<file path="src/rtl/conv_encoder_if.sv">
`default_nettype none
`timescale 1ns/1ps
// ============================================================================
// Module   : conv_encoder_if
// Purpose  : Bit-in / symbol-out handshake bundle of the convolutional encoder.
// Revision : 1.0  initial release
// ============================================================================
interface conv_encoder_if;
    logic       in_bit;
    logic       in_valid;
    logic       in_ready;
    logic [1:0] out_sym;
    logic       out_valid;
    logic       out_ready;
    logic       out_last;

    modport master (
        output in_bit, in_valid, out_ready,
        input  in_ready, out_sym, out_valid, out_last
    );

    modport slave (
        input  in_bit, in_valid, out_ready,
        output in_ready, out_sym, out_valid, out_last
    );
endinterface
`default_nettype wire

</file>
<file path="src/rtl/conv_encoder.sv">
`default_nettype none
`timescale 1ns/1ps
// ============================================================================
// Module   : conv_encoder
// Purpose  : Rate-1/2 K=3 convolutional encoder (G0=111, G1=101), framed,
//            2 zero tail bits. Optional macro ERR_INJ_EN adds err_mask port.
// Revision : 1.0  initial release
// ============================================================================
module conv_encoder #(
    parameter int FRAME_LEN = 16,
    parameter int CNT_W     = 8
) (
    input  wire logic       clk,
    input  wire logic       rst_n,
    input  wire logic       start,
`ifdef ERR_INJ_EN
    input  wire logic [1:0] err_mask,
`endif
    conv_encoder_if.slave   enc,
    output logic            busy,
    output logic            frame_done
);

    localparam logic [1:0] S_IDLE  = 2'd0;
    localparam logic [1:0] S_DATA  = 2'd1;
    localparam logic [1:0] S_TAIL  = 2'd2;
    localparam logic [1:0] S_FLUSH = 2'd3;

    localparam logic [CNT_W-1:0] c_last_bit = CNT_W'(FRAME_LEN - 1);
    localparam logic [CNT_W-1:0] c_one      = CNT_W'(1);

    logic [1:0]       r_state;
    logic [1:0]       w_state_nxt;
    logic [CNT_W-1:0] r_cnt;
    logic [CNT_W-1:0] w_cnt_nxt;
    logic [1:0]       r_sreg;      // {s1,s0}: s1 newest past bit
    logic [1:0]       w_sreg_nxt;
    logic [1:0]       r_sym;
    logic             r_valid;
    logic             r_last;
    logic             w_slot_free;
    logic             w_load;
    logic             w_u;
    logic             w_last;
    logic             w_in_ready;
    logic             w_done;
    logic [1:0]       w_mask;
    logic [1:0]       w_sym;

`ifdef ERR_INJ_EN
    assign w_mask = err_mask;
`else
    assign w_mask = 2'b00;
`endif

    assign w_slot_free = !r_valid || enc.out_ready;
    assign w_sym       = {w_u ^ r_sreg[1] ^ r_sreg[0], w_u ^ r_sreg[0]} ^ w_mask;

    always_comb begin
        w_state_nxt = r_state;
        w_cnt_nxt   = r_cnt;
        w_sreg_nxt  = r_sreg;
        w_load      = 1'b0;
        w_u         = 1'b0;
        w_last      = 1'b0;
        w_in_ready  = 1'b0;
        w_done      = 1'b0;
        case (r_state)
            S_IDLE: begin
                if (start) begin
                    w_state_nxt = S_DATA;
                    w_cnt_nxt   = '0;
                    w_sreg_nxt  = 2'b00;
                end
            end
            S_DATA: begin
                w_in_ready = w_slot_free;
                if (enc.in_valid && w_slot_free) begin
                    w_load     = 1'b1;
                    w_u        = enc.in_bit;
                    w_sreg_nxt = {enc.in_bit, r_sreg[1]};
                    if (r_cnt == c_last_bit) begin
                        w_state_nxt = S_TAIL;
                        w_cnt_nxt   = '0;
                    end else begin
                        w_cnt_nxt = r_cnt + c_one;
                    end
                end
            end
            S_TAIL: begin
                // Zero tail is injected without waiting for any input.
                if (w_slot_free) begin
                    w_load     = 1'b1;
                    w_sreg_nxt = {1'b0, r_sreg[1]};
                    if (r_cnt == c_one) begin
                        w_last      = 1'b1;
                        w_state_nxt = S_FLUSH;
                        w_cnt_nxt   = '0;
                    end else begin
                        w_cnt_nxt = r_cnt + c_one;
                    end
                end
            end
            S_FLUSH: begin
                if (r_valid && enc.out_ready && r_last) begin
                    w_done      = 1'b1;
                    w_state_nxt = S_IDLE;
                end
            end
            default: w_state_nxt = S_IDLE;
        endcase
    end

    always_ff @(posedge clk or negedge rst_n) begin
        if (!rst_n) begin
            r_state <= S_IDLE;
            r_cnt   <= '0;
            r_sreg  <= 2'b00;
            r_sym   <= 2'b00;
            r_valid <= 1'b0;
            r_last  <= 1'b0;
        end else begin
            r_state <= w_state_nxt;
            r_cnt   <= w_cnt_nxt;
            r_sreg  <= w_sreg_nxt;
            if (w_load) begin
                r_sym   <= w_sym;
                r_valid <= 1'b1;
                r_last  <= w_last;
            end else if (enc.out_ready) begin
                r_valid <= 1'b0;
                r_last  <= 1'b0;
            end
        end
    end

    assign enc.in_ready  = w_in_ready;
    assign enc.out_sym   = r_sym;
    assign enc.out_valid = r_valid;
    assign enc.out_last  = r_last;
    assign busy          = (r_state != S_IDLE) || r_valid;
    assign frame_done    = w_done;

endmodule
`default_nettype wire

</file>
<file path="src/flat_wrapper.sv">
// flat-port wrapper written by rule: the top's interface ports become plain ports
module conv_encoder_flat 
#(
    parameter int FRAME_LEN = 16,
    parameter int CNT_W     = 8
)
  (clk, rst_n, start, busy, frame_done, enc_in_bit, enc_in_valid, enc_out_ready, enc_in_ready, enc_out_sym, enc_out_valid, enc_out_last);
  conv_encoder_if enc_i ();
  input  wire logic clk;
  input  wire logic rst_n;
  input  wire logic start;
  output logic busy;
  output logic frame_done;
  input wire logic [$bits(enc_i.in_bit)-1:0] enc_in_bit;
  input wire logic [$bits(enc_i.in_valid)-1:0] enc_in_valid;
  input wire logic [$bits(enc_i.out_ready)-1:0] enc_out_ready;
  output wire logic [$bits(enc_i.in_ready)-1:0] enc_in_ready;
  output wire logic [$bits(enc_i.out_sym)-1:0] enc_out_sym;
  output wire logic [$bits(enc_i.out_valid)-1:0] enc_out_valid;
  output wire logic [$bits(enc_i.out_last)-1:0] enc_out_last;
  assign enc_i.in_bit = enc_in_bit;
  assign enc_i.in_valid = enc_in_valid;
  assign enc_i.out_ready = enc_out_ready;
  assign enc_in_ready = enc_i.in_ready;
  assign enc_out_sym = enc_i.out_sym;
  assign enc_out_valid = enc_i.out_valid;
  assign enc_out_last = enc_i.out_last;
  conv_encoder #(.FRAME_LEN(FRAME_LEN), .CNT_W(CNT_W)) u_core (.clk(clk), .rst_n(rst_n), .start(start), .enc(enc_i), .busy(busy), .frame_done(frame_done));
endmodule
</file>
<file path="config.mk">
export PLATFORM = sky130hd
export DESIGN_NAME = conv_encoder_flat
export DESIGN_NICKNAME = d
export VERILOG_FILES = /design/src/rtl/conv_encoder_if.sv /design/src/rtl/conv_encoder.sv /design/src/flat_wrapper.sv
export SDC_FILE = /design/constraint.sdc
export NUM_CORES = 1
export LEC_CHECK = 0
export CAP_MARGIN = 20
export CORE_MARGIN = 5
export CORE_UTILIZATION = 32
export CTS_CLUSTER_SIZE = 30
export DETAILED_ROUTE_END_ITERATION = 6
export DONT_BUFFER_PORTS = 1
export HOLD_SLACK_MARGIN = 0.05
export MAX_ROUTING_LAYER = met4
export PLACE_DENSITY_LB_ADDON = 0.12
export SYNTH_ARGS = -nofsm -noshare
export SYNTH_HDL_FRONTEND = slang
export SYNTH_SLANG_ARGS = --single-unit
</file>
<file path="constraint.sdc">
create_clock -name clk -period 2.4 [get_ports clk]
set_input_delay 0.48 -clock clk [delete_from_list [all_inputs] [get_ports clk]]
set_output_delay 0.48 -clock clk [all_outputs]
set_load 0.1 [all_outputs]
</file>
==> results of run 1 <==
[how the worst max path moves through the flow]
| stage | startpoint | slack [ns] | cells after the start | endpoint |
|---|---|---|---|---|
| 4_1_cts | u_core.r_state[0]$_DFFE_PN0P_ | 0.37 | 7 | u_core.r_cnt[1]$_DFFE_PN0P_ |
| 6_report | u_core.r_state[0]$_DFFE_PN0P_ | 0.39 | 7 | u_core.r_cnt[1]$_DFFE_PN0P_ |
| 3_5_place_dp | u_core.r_state[0]$_DFFE_PN0P_ | 0.38 | 7 | u_core.r_cnt[5]$_DFFE_PN0P_ |
| 3_3_place_gp | u_core.r_state[0]$_DFFE_PN0P_ | 0.40 | 7 | u_core.r_cnt[5]$_DFFE_PN0P_ |
| 5_1_grt | u_core.r_state[0]$_DFFE_PN0P_ | 0.22 | 7 | u_core.r_cnt[1]$_DFFE_PN0P_ |
| 2_1_floorplan | u_core.enc.out_valid$_DFFE_PN0P_ | 0.05 | 2 | frame_done |
[through the flow]
stage | setup slack, ns | cell area, um2 | hold slack [ns]
after floorplan | 0.05439 | 1011 | 0.1844
after detailed placement | 0.3782 | 1135 | 0.1849
after global routing | 0.2157 | 1181 | 0.3759
final | 0.3943 | 1181 | 0.3635
after global placement | 0.4013 | 1135 | 0.1849
after CTS | 0.3657 | 1181 | 0.3578
[area by class of cell]
| type | instances | area, um2 |
|---|---|---|
| clock buffer | 4 | 36.28 |
| sequential | 16 | 400.4 |
| multi-input combinational | 81 | 575.6 |
| inverter | 5 | 18.77 |
| tap | 44 | 55.05 |
| fill | 303 | 1847 |
| timing repair buffer | 9 | 95.09 |
[metal layers]
| layer | GRT usage | vias to the layer above | routed length, um |
|---|---|---|---|
| met4 | 0.03046 | 0 | 15 |
| met5 | - | - | 0 |
| met3 | 0.02721 | 2 | 117 |
| met2 | 0.1727 | 20 | 970 |
| met1 | 0.1232 | 376 | 933 |
| li1 | - | 394 | - |
[report_power, final]
group | internal [uW] | total (uW) | switching (uW)
Sequential | 332 | 380 | 48.3
Clock | 92.4 | 182 | 89.4
Combinational | 324 | 1000 | 678
Total | 749 | 1560 | 816
[state kept, by name (all words and copies together), names as in the netlist]
register and flops:
u_core.enc.out_sym 2, u_core.enc.out_valid 1, u_core.r_cnt 8, u_core.enc.out_last 1, u_core.r_sreg 2, u_core.r_state 2
[worst max-delay path: cells and delay by family (launching register included)]
kind,cells,cell delay [ns]
compound gates,2,0.37
simple gates,3,0.86
flops,1,0.39
fa+ha+maj,1,0.22
buf+inv,1,0.10
[logic make-up after synthesis]
logic type,synth area share
mux,0.03242
fa+ha+maj,0.08728
compound gates,0.1958
xor+xnor,0.01746
buf+inv,0.03491
flops,0.3990
simple gates,0.2332
[repair_timing]
action | CTS | global route
buffers inserted | 0 | 0
resized for setup | 0 | 0
hold buffers | 1 | 0
endpoints found under the hold margin | 16 | 0
[synthesized netlist by cell type, types with 2 or more instances]
| library cell | count |
|---|---|
| ha_1 | 7 |
| xor2_1 | 2 |
| nand2b_1 | 2 |
| a211o_1 | 2 |
| nand2_1 | 10 |
| nand3_1 | 8 |
| a221o_1 | 2 |
| clkbuf_1 | 3 |
| and3_1 | 3 |
| nor2_1 | 9 |
| inv_1 | 5 |
| a22o_1 | 4 |
| a21o_1 | 2 |
| nor2b_1 | 4 |
| o21ai_0 | 7 |
| dfrtp_1 | 16 |
==> results.cfg, run 1 <==
[logic_synthesis]
synth_edf_count = 0
ys_seq_area_frac = 0.3990
yosys.area.top_type_share = 0.3990
synthesis.area_mm2 = 0.001003
synth-async-reset-ratio = 1.000
ys_seq_elements = 16
syn-num-nets = 119
ys.flop_type = dfrtp_1
synth_cell_types = 36
avgSynthCellArea_um2 = 9.467
synth_top_area_cell = dfrtp_1
syn_inst = 106
synth_warnings = 0
netlist_top_cells_area = dfrtp_1 40%, ha_1 8.7%, nand3_1 4.0%, nand2_1 3.7%, a22o_1 3.5%

[sta]
fmax_mhz = 498.6
hold_viol_final = 0
setup_tns_ns = 0
tightest_slew_ns = 0.7549
final-setup-viol-count = 0
rsz0062_at_grt = false
finalCritPeriodShare = 0.8357
period_minus_slack_ns = 2.006
fin_skew_ns = 0.0004317
slew_headroom = 0.4951
final-max-slew-violation-count = 0

[power]
vdd_drop_max_v = 0.0002823
power_leakage_uw = 0.0005575
power_uw = 1565
p_per_area_mw_per_mm2 = 1325

[cts]
numCtsBuffers = 3
clock_path_buffers = 2
clk_latency_ns = 0.29
cts_sinks = 16
root_buffer = clkbuf_4
path_clk_slew_ns = 0.10
cts_tree = built
htreeDepth = 1

[critical_path]
start_kind = flip-flop
reg2reg_from = u_core.r_state[0]$_DFFE_PN0P_
worstPathMaxFanout = 10
rrSetupSlack_ns = 0.39
crit_type = reg -> reg
cp_data_arrival_time_ns = 2.22
crit_chain = inv_1 -> ha_1 -> nor2b_1 -> a211o_1 -> or2_1 -> or3_1 -> o21ai_1
rr_worst_depth = 7
crit_slowest_cell = dfrtp_1
cp.required_ns = 2.62
rr_endpoint = u_core.r_cnt[1]$_DFFE_PN0P_
max_stage_delay_ns = 0.39
critPathCaptureType = flip-flop

[min_path]
hold_path.class = in -> reg
min-delay-start = enc_in_bit
min_path_cells = 2
hold_end = u_core.r_sreg[1]$_DFFE_PN0P_

[route]
first_pass_iters = 4
via_per_inst = 4.981
antenna_left = 0
wl_per_cell_um = 12.81
drt-total-wl_um = 2037
vias = 792
drc = 0
drt_iter0_markers = 70

[global_route]
grt_pass1_vias = 781
grt-ovfl-total = 0
grt_util_all_layers = 0.1037
grt_pass1_wl_um = 3450
grt_max_degree = 17
antenna_found_initial = 0

[floorplan]
start_util = 0.3314
fp-row-count = 20
top_level_ports = 13
fp.dieW_um = 66
die_y_um = 66
core_mm2 = 0.003028
dieArea_mm2 = 0.004356

[finish]
layout_commonest_cell = dfrtp_1
antenna_cells = 0
stdcell_count = 159
most-common-layout-cells = 16 x dfrtp_1, 10 x nand2_1, 8 x nand3_1, 8 x nor2_1
final_util = 0.3901
layout-drive-gt1-share = 0.1652
fin_nets = 129
synthToLayoutAreaGrowth_pct = 17.71

[placed_design]
dp.cells = 154
portBuffers = 0
dp_hpwl_um = 1565
gp_congestion = 0.7259

[outcome]
outcome = finished, final reports clean

[job]
maxCapViolCount = 0
Note: power is estimated with default switching activity, not from simulation.
==> inputs of run 2 (changes only) <==
Clock period 2.4 ns to 2 ns, I/O delays scaled along.
==> results.cfg, run 2 (synthesized netlist as in run 1, its figures left out) <==
[outcome]
outcome = finished, final reports clean

[critical_path]
worstPathMaxFanout = 4
start_kind = flip-flop
crit_chain = nor4_4 -> nand3_2 -> a22o_1 -> a211oi_4 -> mux2_1
cp_top_family = simple AND/OR/NAND/NOR gates
max_stage_delay_ns = 0.45
startpoint = u_core.r_cnt[7]$_DFFE_PN0P_
critPathCaptureType = flip-flop
crit_slowest_cell = dfrtp_1
cp_data_arrival_time_ns = 2.10
reg2reg_from = u_core.r_cnt[7]$_DFFE_PN0P_
crit_buf_inv = 0
cp.required_ns = 2.18
crit_type = reg -> reg

[finish]
final_area_mm2 = 0.001257
largest_reg_flops = 8
layout-drive-gt1-share = 0.2764
antenna_cells = 0
most-common-layout-cells = 14 x buf_4, 14 x dfrtp_1, 10 x nand2_1, 8 x nor2_1
synthToLayoutAreaGrowth_pct = 25.31
regArea_um2 = 402.9
regMostFlops = u_core.r_cnt
fin_nets = 137
num-fill-cells = 313
final_util = 0.4153
multiInputGateArea_um2 = 589.3

[sta]
whs_ns = 0.2668
finalCritPeriodShare = 0.9618
slew_headroom = 0.5046
final-setup-viol-count = 0
fmax_mhz = 519.8
hold_viol_final = 0
setup_ws_ns = 0.07634
final-max-slew-violation-count = 0
fin_skew_ns = 0.002288
setup_tns_ns = 0
tightest_slew_ns = 0.7407
period_minus_slack_ns = 1.924

[route]
drc = 0
first_pass_iters = 4
antenna_left = 0
vias = 806
drt-total-wl_um = 2193
wl_per_cell_um = 13.13
via_per_inst = 4.826
drt_iter0_markers = 39

[global_route]
grt_pass1_vias = 818
grt_pass1_wl_um = 3581
grt_max_degree = 17
grt_util_all_layers = 0.1085
antenna_found_initial = 0
grt-ovfl-total = 0

[floorplan]
start_util = 0.3314
dieArea_mm2 = 0.004356
die_y_um = 66
fp.dieW_um = 66
top_level_ports = 13
fp-row-count = 20
core_mm2 = 0.003028

[cts]
root_buffer = clkbuf_4
htreeDepth = 1
path_clk_slew_ns = 0.10
cts_sinks = 16
cts_tree = built
clock_path_buffers = 2
numCtsBuffers = 3
clk_latency_ns = 0.29

[placed_design]
gp_congestion = 0.7336
dp_hpwl_um = 1684
pre_cts_ws_ns = 0.01324
portBuffers = 0
postPlaceCellArea_mm2 = 0.001191

[power]
p_per_area_mw_per_mm2 = 1616
power_leakage_uw = 0.0005946
vdd_drop_max_v = 0.0003665

[min_path]
hold_path.class = in -> reg
min-delay-start = enc_in_bit

[job]
maxCapViolCount = 0
## run 2: worst reg2reg max path: stages (launching register included)
cell	delay, ns
dfrtp_1	0.45
nor4_4	0.37
nand3_2	0.15
a22o_1	0.28
a211oi_4	0.22
mux2_1	0.35
## run 2: worst paths after layout
check	depth (start not counted)	slack (ns)	endpoint
max in group asynchronous	1	0.89	u_core.enc.out_last$_DFFE_PN0P_
setup / recovery	5	0.08	u_core.r_state[1]$_DFFE_PN0P_
hold reg to reg	2	0.50	u_core.enc.out_sym[1]$_DFFE_PN0P_
min in group asynchronous	1	0.61	u_core.enc.out_valid$_DFFE_PN0P_
setup reg to reg	5	0.08	u_core.r_state[1]$_DFFE_PN0P_
hold / removal	2	0.27	u_core.r_sreg[1]$_DFFE_PN0P_
## run 2: layout make-up
cell class / count / area share
timing repair buffer: 17 / 0.1234
multi-input combinational: 81 / 0.4687
inverter: 5 / 0.01493
clock buffer: 4 / 0.02886
sequential: 16 / 0.3204
tap: 44 / 0.04378
## run 2: power by group
group	internal, uW	total, uW	switching [uW]
clock	111	219	108
sequential	401	455	54.5
combinational	495	1360	862
## run 2: stage by stage
stage	instances	total power, uW
after global placement	161	1766
after global routing	167	2172
final	167	2031
after detailed placement	161	1768
after CTS	166	2024
after floorplan	106	1415
## run 2: repair_timing
item,in CTS,in global routing
buffers inserted,0,1
hold buffers,1,0
setup endpoints to repair,1,8
endpoints found under the hold margin,16,0
pin swaps,0,2
gates cloned,0,0
gates resized for setup,1,3
## run 2: metal layers
metal,global-route usage,share of wire,vias to the layer above
li1,-,-,414
met1,0.1327,0.49,378
met2,0.1740,0.47,12
met3,0.02721,0.042,2
met4,0.03807,0.0059,0
met5,-,0,-
